**src/rtl/csam_div.sv**
```systemverilog
// csam_div - sequential restoring divider, the inverse of the CSAM array
// multiplier. It divides the ZW-bit dividend Z by the YW-bit divisor Y and
// returns quotient X and remainder R such that Z = X*Y + R. It produces one
// quotient bit per clock and uses a start/done handshake.
//
// Optional feature: define CSAM_DIV_EARLY_EXIT_EN to finish Z==0 divisions
// (with Y!=0) in a single cycle instead of the full XW-cycle run.
//
// Ports:
//   clk    in   clock, all state updates on posedge
//   reset  in   synchronous active-high reset, highest priority
//   start  in   request, accepted only in IDLE or DONE
//   Z      in   dividend (XW+YW bits), captured when start is accepted
//   Y      in   divisor (YW bits), captured when start is accepted
//   X      out  quotient (XW bits)
//   R      out  remainder (YW bits)
//   busy   out  high while dividing
//   done   out  one-cycle pulse; X/R/ovf/dz are valid
//   ovf    out  quotient would not fit in XW bits
//   dz     out  divide by zero
module csam_div #(
   parameter int unsigned XW = 8,
   parameter int unsigned YW = 4
) (
   input  logic             clk,
   input  logic             reset,
   input  logic             start,
   input  logic [XW+YW-1:0] Z,
   input  logic [YW-1:0]    Y,
   output logic [XW-1:0]    X,
   output logic [YW-1:0]    R,
   output logic             busy,
   output logic             done,
   output logic             ovf,
   output logic             dz
);

   localparam int unsigned ZW = XW + YW;
   localparam int unsigned CW = (XW > 1) ? $clog2(XW) : 1;

   typedef enum logic [1:0] {
      S_IDLE,
      S_RUN,
      S_DONE
   } state_t;

   state_t          state_q, state_d;
   logic [YW:0]     p_q, p_d;      // partial remainder, one guard bit
   logic [XW-1:0]   sh_q, sh_d;    // remaining dividend bits, MSB first
   logic [YW-1:0]   y_q, y_d;
   logic [XW-1:0]   x_q, x_d;
   logic [YW-1:0]   r_q, r_d;
   logic [CW-1:0]   cnt_q, cnt_d;
   logic            ovf_q, ovf_d;
   logic            dz_q, dz_d;

   // Trial subtraction for the current iteration. P < Y holds in RUN, so
   // dropping P's guard bit before the shift loses nothing.
   logic [YW:0]     trial;
   logic            trial_ge;
   logic [YW:0]     p_nxt;

   always_comb begin
      trial    = {p_q[YW-1:0], sh_q[XW-1]};
      trial_ge = (trial >= {1'b0, y_q});
      p_nxt    = trial_ge ? (trial - {1'b0, y_q}) : trial;
   end

   always_comb begin
      state_d = state_q;
      p_d     = p_q;
      sh_d    = sh_q;
      y_d     = y_q;
      x_d     = x_q;
      r_d     = r_q;
      cnt_d   = cnt_q;
      ovf_d   = ovf_q;
      dz_d    = dz_q;

      case (state_q)
         S_IDLE, S_DONE: begin
            if (start) begin
               y_d   = Y;
               ovf_d = 1'b0;
               dz_d  = 1'b0;
               cnt_d = '0;
               if (Y == '0) begin
                  dz_d    = 1'b1;
                  x_d     = '1;
                  r_d     = '0;
                  p_d     = '0;
                  sh_d    = '0;
                  state_d = S_DONE;
               end else if (Z[ZW-1:XW] >= Y) begin
                  ovf_d   = 1'b1;
                  x_d     = '1;
                  r_d     = '0;
                  p_d     = '0;
                  sh_d    = '0;
                  state_d = S_DONE;
`ifdef CSAM_DIV_EARLY_EXIT_EN
               end else if (Z == '0) begin
                  x_d     = '0;
                  r_d     = '0;
                  p_d     = '0;
                  sh_d    = '0;
                  state_d = S_DONE;
`endif
               end else begin
                  p_d     = {1'b0, Z[ZW-1:XW]};
                  sh_d    = Z[XW-1:0];
                  x_d     = '0;
                  state_d = S_RUN;
               end
            end else if (state_q == S_DONE) begin
               state_d = S_IDLE;
            end
         end
         S_RUN: begin
            p_d   = p_nxt;
            sh_d  = sh_q << 1;
            x_d   = {x_q[XW-2:0], trial_ge};
            cnt_d = cnt_q + CW'(1);
            if (cnt_q == CW'(XW - 1)) begin
               r_d     = p_nxt[YW-1:0];
               state_d = S_DONE;
            end
         end
         default: state_d = S_IDLE;
      endcase
   end

   always_ff @(posedge clk) begin
      if (reset) begin
         state_q <= S_IDLE;
         p_q     <= '0;
         sh_q    <= '0;
         y_q     <= '0;
         x_q     <= '0;
         r_q     <= '0;
         cnt_q   <= '0;
         ovf_q   <= 1'b0;
         dz_q    <= 1'b0;
      end else begin
         state_q <= state_d;
         p_q     <= p_d;
         sh_q    <= sh_d;
         y_q     <= y_d;
         x_q     <= x_d;
         r_q     <= r_d;
         cnt_q   <= cnt_d;
         ovf_q   <= ovf_d;
         dz_q    <= dz_d;
      end
   end

   assign X    = x_q;
   assign R    = r_q;
   assign busy = (state_q == S_RUN);
   assign done = (state_q == S_DONE);
   assign ovf  = ovf_q;
   assign dz   = dz_q;

endmodule

```
**config.mk**
```make
export PLATFORM = sky130hd
export DESIGN_NAME = csam_div
export DESIGN_NICKNAME = d
export VERILOG_FILES = /design/src/rtl/csam_div.sv
export SDC_FILE = /design/constraint.sdc
export NUM_CORES = 1
export LEC_CHECK = 0
export BUFFER_PORTS_ARGS = -buffer_cell sky130_fd_sc_hd__buf_2
export CORE_MARGIN = 2
export CORE_UTILIZATION = 55
export DETAILED_ROUTE_END_ITERATION = 10
export PLACE_DENSITY = 0.79
export SLEW_MARGIN = 20
export SYNTH_ARGS = -nofsm -noshare
export SYNTH_HDL_FRONTEND = slang
export SYNTH_SLANG_ARGS = --single-unit
```
**constraint.sdc**
```tcl
create_clock -name clk -period 2.17 [get_ports clk]
set_clock_uncertainty 0.05 [all_clocks]
set_input_delay 0.3255 -clock clk [delete_from_list [all_inputs] [get_ports clk]]
set_output_delay 0.3255 -clock clk [all_outputs]
set_load 0.005 [all_outputs]
```
# ---- Word-level counts from Yosys, hierarchy flattened
# Index checks and enable logic that the tools add are counted.
dict set report word_totals {
  register_bits 35
  latchBits 0
  mem_bits_rw 0
  elab_cells 57
  memories 0
  romBits 0
  out_inout_bits 16
}
dict set report classes {
  mul 0
  n_lt_le_gt_ge 2
  eq_ne 7
  bitwise 0
  n_addsub 2
  shifts 0
  div 0
  reduce_logical 8
  n_mux 29
}
# cell n
set op_table {}
lappend op_table {{2-to-1 mux 8 bit} 6}
lappend op_table {{2-to-1 mux 4 bit} 8}
lappend op_table {{one-hot mux 8 bit (2 select lines)} 2}
lappend op_table {{one-hot mux 4 bit (2 select lines)} 2}
lappend op_table {{2-to-1 mux 2 bit} 5}
lappend op_table {{!= test 3 bit (second input constant)} 2}
lappend op_table {{one-hot mux 3 bit (2 select lines)} 1}
lappend op_table {{AND reduction 2 bit} 3}
lappend op_table {{>= comparator 5 x 4 -> 1 bit} 1}
lappend op_table {{>= comparator 4 bit} 1}
lappend op_table {{logical NOT 4 bit} 1}
lappend op_table {{one-hot mux 2 bit (2 select lines)} 1}
lappend op_table {{AND reduction 4 bit} 1}
lappend op_table {{subtractor 4 bit} 1}
lappend op_table {{adder 3 x 1 -> 3 bit (second input constant)} 1}
lappend op_table {{equality test 3 bit (second input constant)} 1}
lappend op_table {{2-to-1 mux 1 bit} 3}
lappend op_table {{2-to-1 mux 3 bit} 1}
lappend op_table {{equality test 2 x 1 -> 1 bit (second input constant)} 1}
lappend op_table {{equality test 2 bit (second input constant)} 1}
lappend op_table {{logical NOT 2 bit} 1}
lappend op_table {{!= test 2 x 1 -> 1 bit (second input constant)} 1}
lappend op_table {{!= test 2 bit (second input constant)} 1}
lappend op_table {{nonzero test 2 bit} 1}
lappend op_table {{OR reduction 2 bit} 1}

# ---- Logic depth before layout (Yosys ltp)
dict set report logic_depth {
  depth_word 5
  depth_mapped 8
  ltp_nobuf 7
}

# ---- Worst setup path after synthesis
# Ideal clock, no wire load.
dict set report synth_timing {
  path_type {input port to flip-flop}
  start {in Y[3]}
  end {reg sh_q[7]}
  path_slack_ns 0.406
  t_arrival_ns 1.587
  t_required_ns 1.992
  setup_ns 0.128
  path_buffers 1
  cell_stages 8
  path_cell_list {inv_1 > ha_1 > o211ai_1 > o21ai_1 > nor3_4 > buf_6 > a222oi_1 > nor2_1}
}
dict set report synth_via {
  elab_chain_cells 5
  elab_cells_between_ends 6
  cone_classes {order compare (1); mux (4); reduce/logical (1)}
}
# item line
set synth_rtl {}
lappend synth_rtl {{start, declared} 29} ;# input logic [YW-1:0] Y,
lappend synth_rtl {{>= comparator 4 bit} 94} ;# end else if (Z[ZW-1:XW] >= Y) begin
lappend synth_rtl {{2-to-1 mux 8 bit} 94}
lappend synth_rtl {{2-to-1 mux 8 bit (*)} 87} ;# if (Y == '0) begin
lappend synth_rtl {{2-to-1 mux 8 bit (*)} 82} ;# if (start) begin
lappend synth_rtl {{one-hot mux 8 bit (2 select lines) (*)} 80} ;# case (state_q)
lappend synth_rtl {{end signal, assigned} 137} ;# sh_q <= '0;
lappend synth_rtl {{end signal, assigned} 147} ;# sh_q <= sh_d;
lappend synth_rtl {{end, declared} 49} ;# logic [XW-1:0] sh_q, sh_d;
# Mark *: on every way between the ends. The rest lies on a longest branch, timed or not. The select of a mux whose other input is x is not followed.
# A chain may end at the register's enable or synchronous reset.

# ---- Final worst setup path
dict set report layout_timing {
  start {reg p_q[0]}
  end {reg p_q[2]}
}
dict set report layout_via {
  elab_chain_cells 3
  elab_cells_between_ends 4
  cone_classes {add/sub (1); order compare (1); mux (2)}
}
# item line
set layout_rtl {}
lappend layout_rtl {{start, declared} 48} ;# logic [YW:0] p_q, p_d;
lappend layout_rtl {{start signal, assigned} 146} ;# p_q <= p_d;
lappend layout_rtl {{subtractor 4 bit / >= comparator 5 x 4 -> 1 bit (equally long branches)} {66, 65}}
lappend layout_rtl {{2-to-1 mux 4 bit (*)} 66} ;# p_nxt = trial_ge ? (trial - {1'b0, y_q}) : trial;
lappend layout_rtl {{one-hot mux 4 bit (2 select lines) (*)} 80}
# Mark *: on every way between the ends. The rest lies on a longest branch, timed or not.

==> impl_metrics.env <==
export IMPL_start_kind="flip-flop"
export IMPL_drv_cap=0
export IMPL_netlist_instances=207
export IMPL_antenna_left=0
export IMPL_grt_pass1_vias=1508
export IMPL_synth_area_leaders="dfxtp_1 38%, ha_1 6.7%, a221oi_2 4.8%"
export IMPL_seq_area_sq_um=700.7
export IMPL_clockBufferDepth=2
export IMPL_seq_area_frac_synth_pct=37.58
export IMPL_synth_top_area_cell="dfxtp_1"
export IMPL_ctsResizeCount=0
export IMPL_drive_above_1_share_pct=28.28
export IMPL_avgRoutedWirePerCell_um=13.21
export IMPL_yosys_warnings=0
export IMPL_fp_row_count=21
export IMPL_cts_hold_buf=0
export IMPL_portBuffers=34
export IMPL_slew_viol_final=0
export IMPL_synth_top_family_by_area="simple AND/OR/NAND/NOR gates"
export IMPL_rsz0062_at_grt="false"
export IMPL_grt_met1_usage_pct=27.73
export IMPL_dp_hpwl_um=2817
export IMPL_dpl_cell_count=283
export IMPL_grt_busiest_layer="met2"
export IMPL_use_met3_pct=4.348
export IMPL_grt_pass1_wl_um=6630
export IMPL_final_net_count=274
export IMPL_place_gp_congestion=0.7777
export IMPL_vias=1589
export IMPL_die_h_um=62.22
export IMPL_vdd_drop_max_mv=0.3834
export IMPL_min_path_type="primary input to flip-flop"
export IMPL_cts_buffers=5
export IMPL_cts_setup_buffers=0
export IMPL_die_x_um=62.22
export IMPL_antennaDiodeCount=0
export IMPL_antenna_found_initial=0
export IMPL_clk_latency_ps=330
export IMPL_hold_violations=0
export IMPL_worstPathRequired_ps=2330
export IMPL_synthesis_area_sq_mm=0.001864
export IMPL_yosys_area_share_adder_pct=7.785
export IMPL_endpoint_kind="flip-flop"
export IMPL_drc_errors=0
export IMPL_postSynthAreaPerCell_sq_um=9.006
export IMPL_coreArea_sq_mm=0.003284
export IMPL_overflow=0
export IMPL_setup_viol=0
export IMPL_first_iter_violations=89
export IMPL_critical_path_class="flip-flop to flip-flop"
export IMPL_worst_path_max_fanout=6
export IMPL_cts_tree="built"
export IMPL_fp_dieArea_sq_mm=0.003871
export IMPL_synth_seq_cells=35
export IMPL_dr_pass1_iters=4
export IMPL_area_growth_pct=15.30
export IMPL_instances_no_fill=290
export IMPL_powerDensity_mw_per_mm2=702.3
export IMPL_p_leak_uw=0.0008948
export IMPL_grt_max_degree=24
export IMPL_tightest_slew_ps=446.8
export IMPL_clkTransAtPathRegs_ps=100
export IMPL_grtUsageTotal_pct=21.32
export IMPL_n_fill_cell=308
export IMPL_cp_startpoint="p_q[0]"
export IMPL_clkSinkCount=35
export IMPL_ys_types=42
export IMPL_synthXorXnorAreaFrac_pct=0.4698
export IMPL_htreeDepth=2
export IMPL_status="completed"
export IMPL_slew_headroom_pct=69.99
export IMPL_critical_path_arrival_ps=2130
export IMPL_worstHoldStart="Z[4]"
export IMPL_synth_compound_area_share_pct=20.74
export IMPL_r2r_start="p_q[0]"
export IMPL_start_util_pct=56.76
export IMPL_syn_num_nets=237
export IMPL_routed_wl_um=3832
export IMPL_synth_top_area_share_pct=37.58
export IMPL_fin_crit_ps=1971
export IMPL_via_per_inst=5.479
export IMPL_synthSimpleGateAreaFrac_pct=21.74
export IMPL_multi_input_area_sq_mm=0.001056
export IMPL_setup_tns_final_ps=0
export IMPL_final_period_utilization_pct=90.82
export IMPL_grt_util_met2_pct=35.05
export IMPL_max_freq_mhz=507.4
export IMPL_synthMuxAreaShare_pct=5.772
export IMPL_pin_count=35
export IMPL_clockRootBuffer="clkbuf_4"
-- cell type report --
| class | count | share of cell area (%) |
|---|---|---|
| multi-input cells | 148 | 49.13 |
| clock buffers | 6 | 2.386 |
| inverters | 11 | 1.921 |
| flip-flops and latches | 35 | 32.60 |
| well taps | 46 | 2.678 |
| clock inverters | 1 | 0.2328 |
| repair buffers | 43 | 11.06 |
-- cells in the mapped netlist --
| cell type | n |
|---|---|
| nor4_4 | 1 |
| a31oi_1 | 4 |
| and2_1 | 1 |
| buf_4 | 2 |
| mux2i_1 | 4 |
| a21oi_1 | 16 |
| nand2b_1 | 1 |
| nand2_1 | 24 |
| mux2_2 | 6 |
| nand4_1 | 1 |
| a221oi_1 | 3 |
| inv_1 | 11 |
| fa_1 | 1 |
| nor3_4 | 1 |
| buf_6 | 1 |
| o21ai_1 | 1 |
| nand3_1 | 2 |
| nor2_1 | 20 |
| o21a_1 | 1 |
| nor2_4 | 2 |
| or3_1 | 7 |
| a22o_1 | 1 |
| o21ai_0 | 5 |
| o32ai_2 | 1 |
| o211ai_1 | 3 |
| and2b_2 | 1 |
| nor3b_1 | 7 |
| o2bb2ai_1 | 1 |
| a211oi_1 | 3 |
| clkbuf_1 | 6 |
| o31a_1 | 1 |
| xor2_1 | 1 |
| nor4b_1 | 1 |
| dfxtp_1 | 35 |
| buf_2 | 4 |
| ha_1 | 10 |
| nand3b_1 | 1 |
| a22oi_1 | 4 |
| a221oi_2 | 6 |
| nor2b_1 | 4 |
| nor3_1 | 1 |
| a222oi_1 | 1 |
-- routing by layer --
layer  part of all wire [%]  routed length [um]  vias to the layer above
li1                       -                   -                      816
met1                     47                1805                      742
met2                     48                1829                       27
met3                    4.0                 153                        4
met4                    1.1                  44                        0
met5                      0                   0                        -
-- registers in the layout (all words and copies together) (netlist names) --
register,flops
R,4
ovf,1
cnt_q,3
y_q,4
dz,1
X,8
p_q,4
state_q,2
sh_q,8
-- kinds of logic (layout without fill, tap and decap cells) --
kind of cell               after synthesis  count (layout)
DFF                                     35              35
adders and majority gates               11              11
buffers and inverters                   24              61
xor gates and xnor gates                 1               1
and+or+nand+nor                         75              75
muxes                                   10              10
AOI/OAI and AO/OA                       51              51
-- power by group --
group          total [uW]  switching (uW)  leakage (uW)  internal, uW
Clock                 353             203     0.0000341           150
Combinational         425             236      0.000574           189
Sequential            732            39.1      0.000286           693
-- worst max-delay path: stages (launching register included) --
cell and delay [ps]:
dfxtp_1 460, ha_1 280, nor2b_1 150, o31a_1 340, nor2_4 190, mux2i_1 270
a211oi_1 110
-- final timing paths --
kind	to	slack, ps	cells past startpoint
setup / recovery	p_q[2]	200	6
hold / removal	sh_q[4]	180	3
setup reg to reg	p_q[2]	200	6
hold reg to reg	dz	410	2
-- stage by stage --
stage | setup WS (ps) | area, sq um | total power (uW) | hold WS [ps] | util, %
after CTS | 201.1 | 2150 | 1522 | 175.6 | 65.45
final | 199.2 | 2150 | 1510 | 178.4 | 65.45
after global routing | 82.71 | 2150 | 1606 | 190.1 | 65.45
after detailed placement | 180.3 | 2093 | 1169 | 398.9 | 63.73
after global placement | 229.8 | 2093 | 1162 | 390.3 | 63.73
after floorplan | 405.6 | 1864 | 1045 | 386.3 | -
-- cells in the final DEF (no fill, tap or decap), types with 5 or more instances in the layout --
master / synthesis / routed
a21oi_1: 16 / 16
buf_2: 4 / 34
nor3b_1: 7 / 7
buf_4: 2 / 9
a221oi_2: 6 / 6
nand2_1: 24 / 24
ha_1: 10 / 10
inv_1: 11 / 11
or3_1: 7 / 7
o21ai_0: 5 / 5
dfxtp_1: 35 / 35
clkbuf_4: 0 / 5
nor2_1: 20 / 20
mux2_2: 6 / 6
Note: power is estimated with default switching activity, not from simulation.
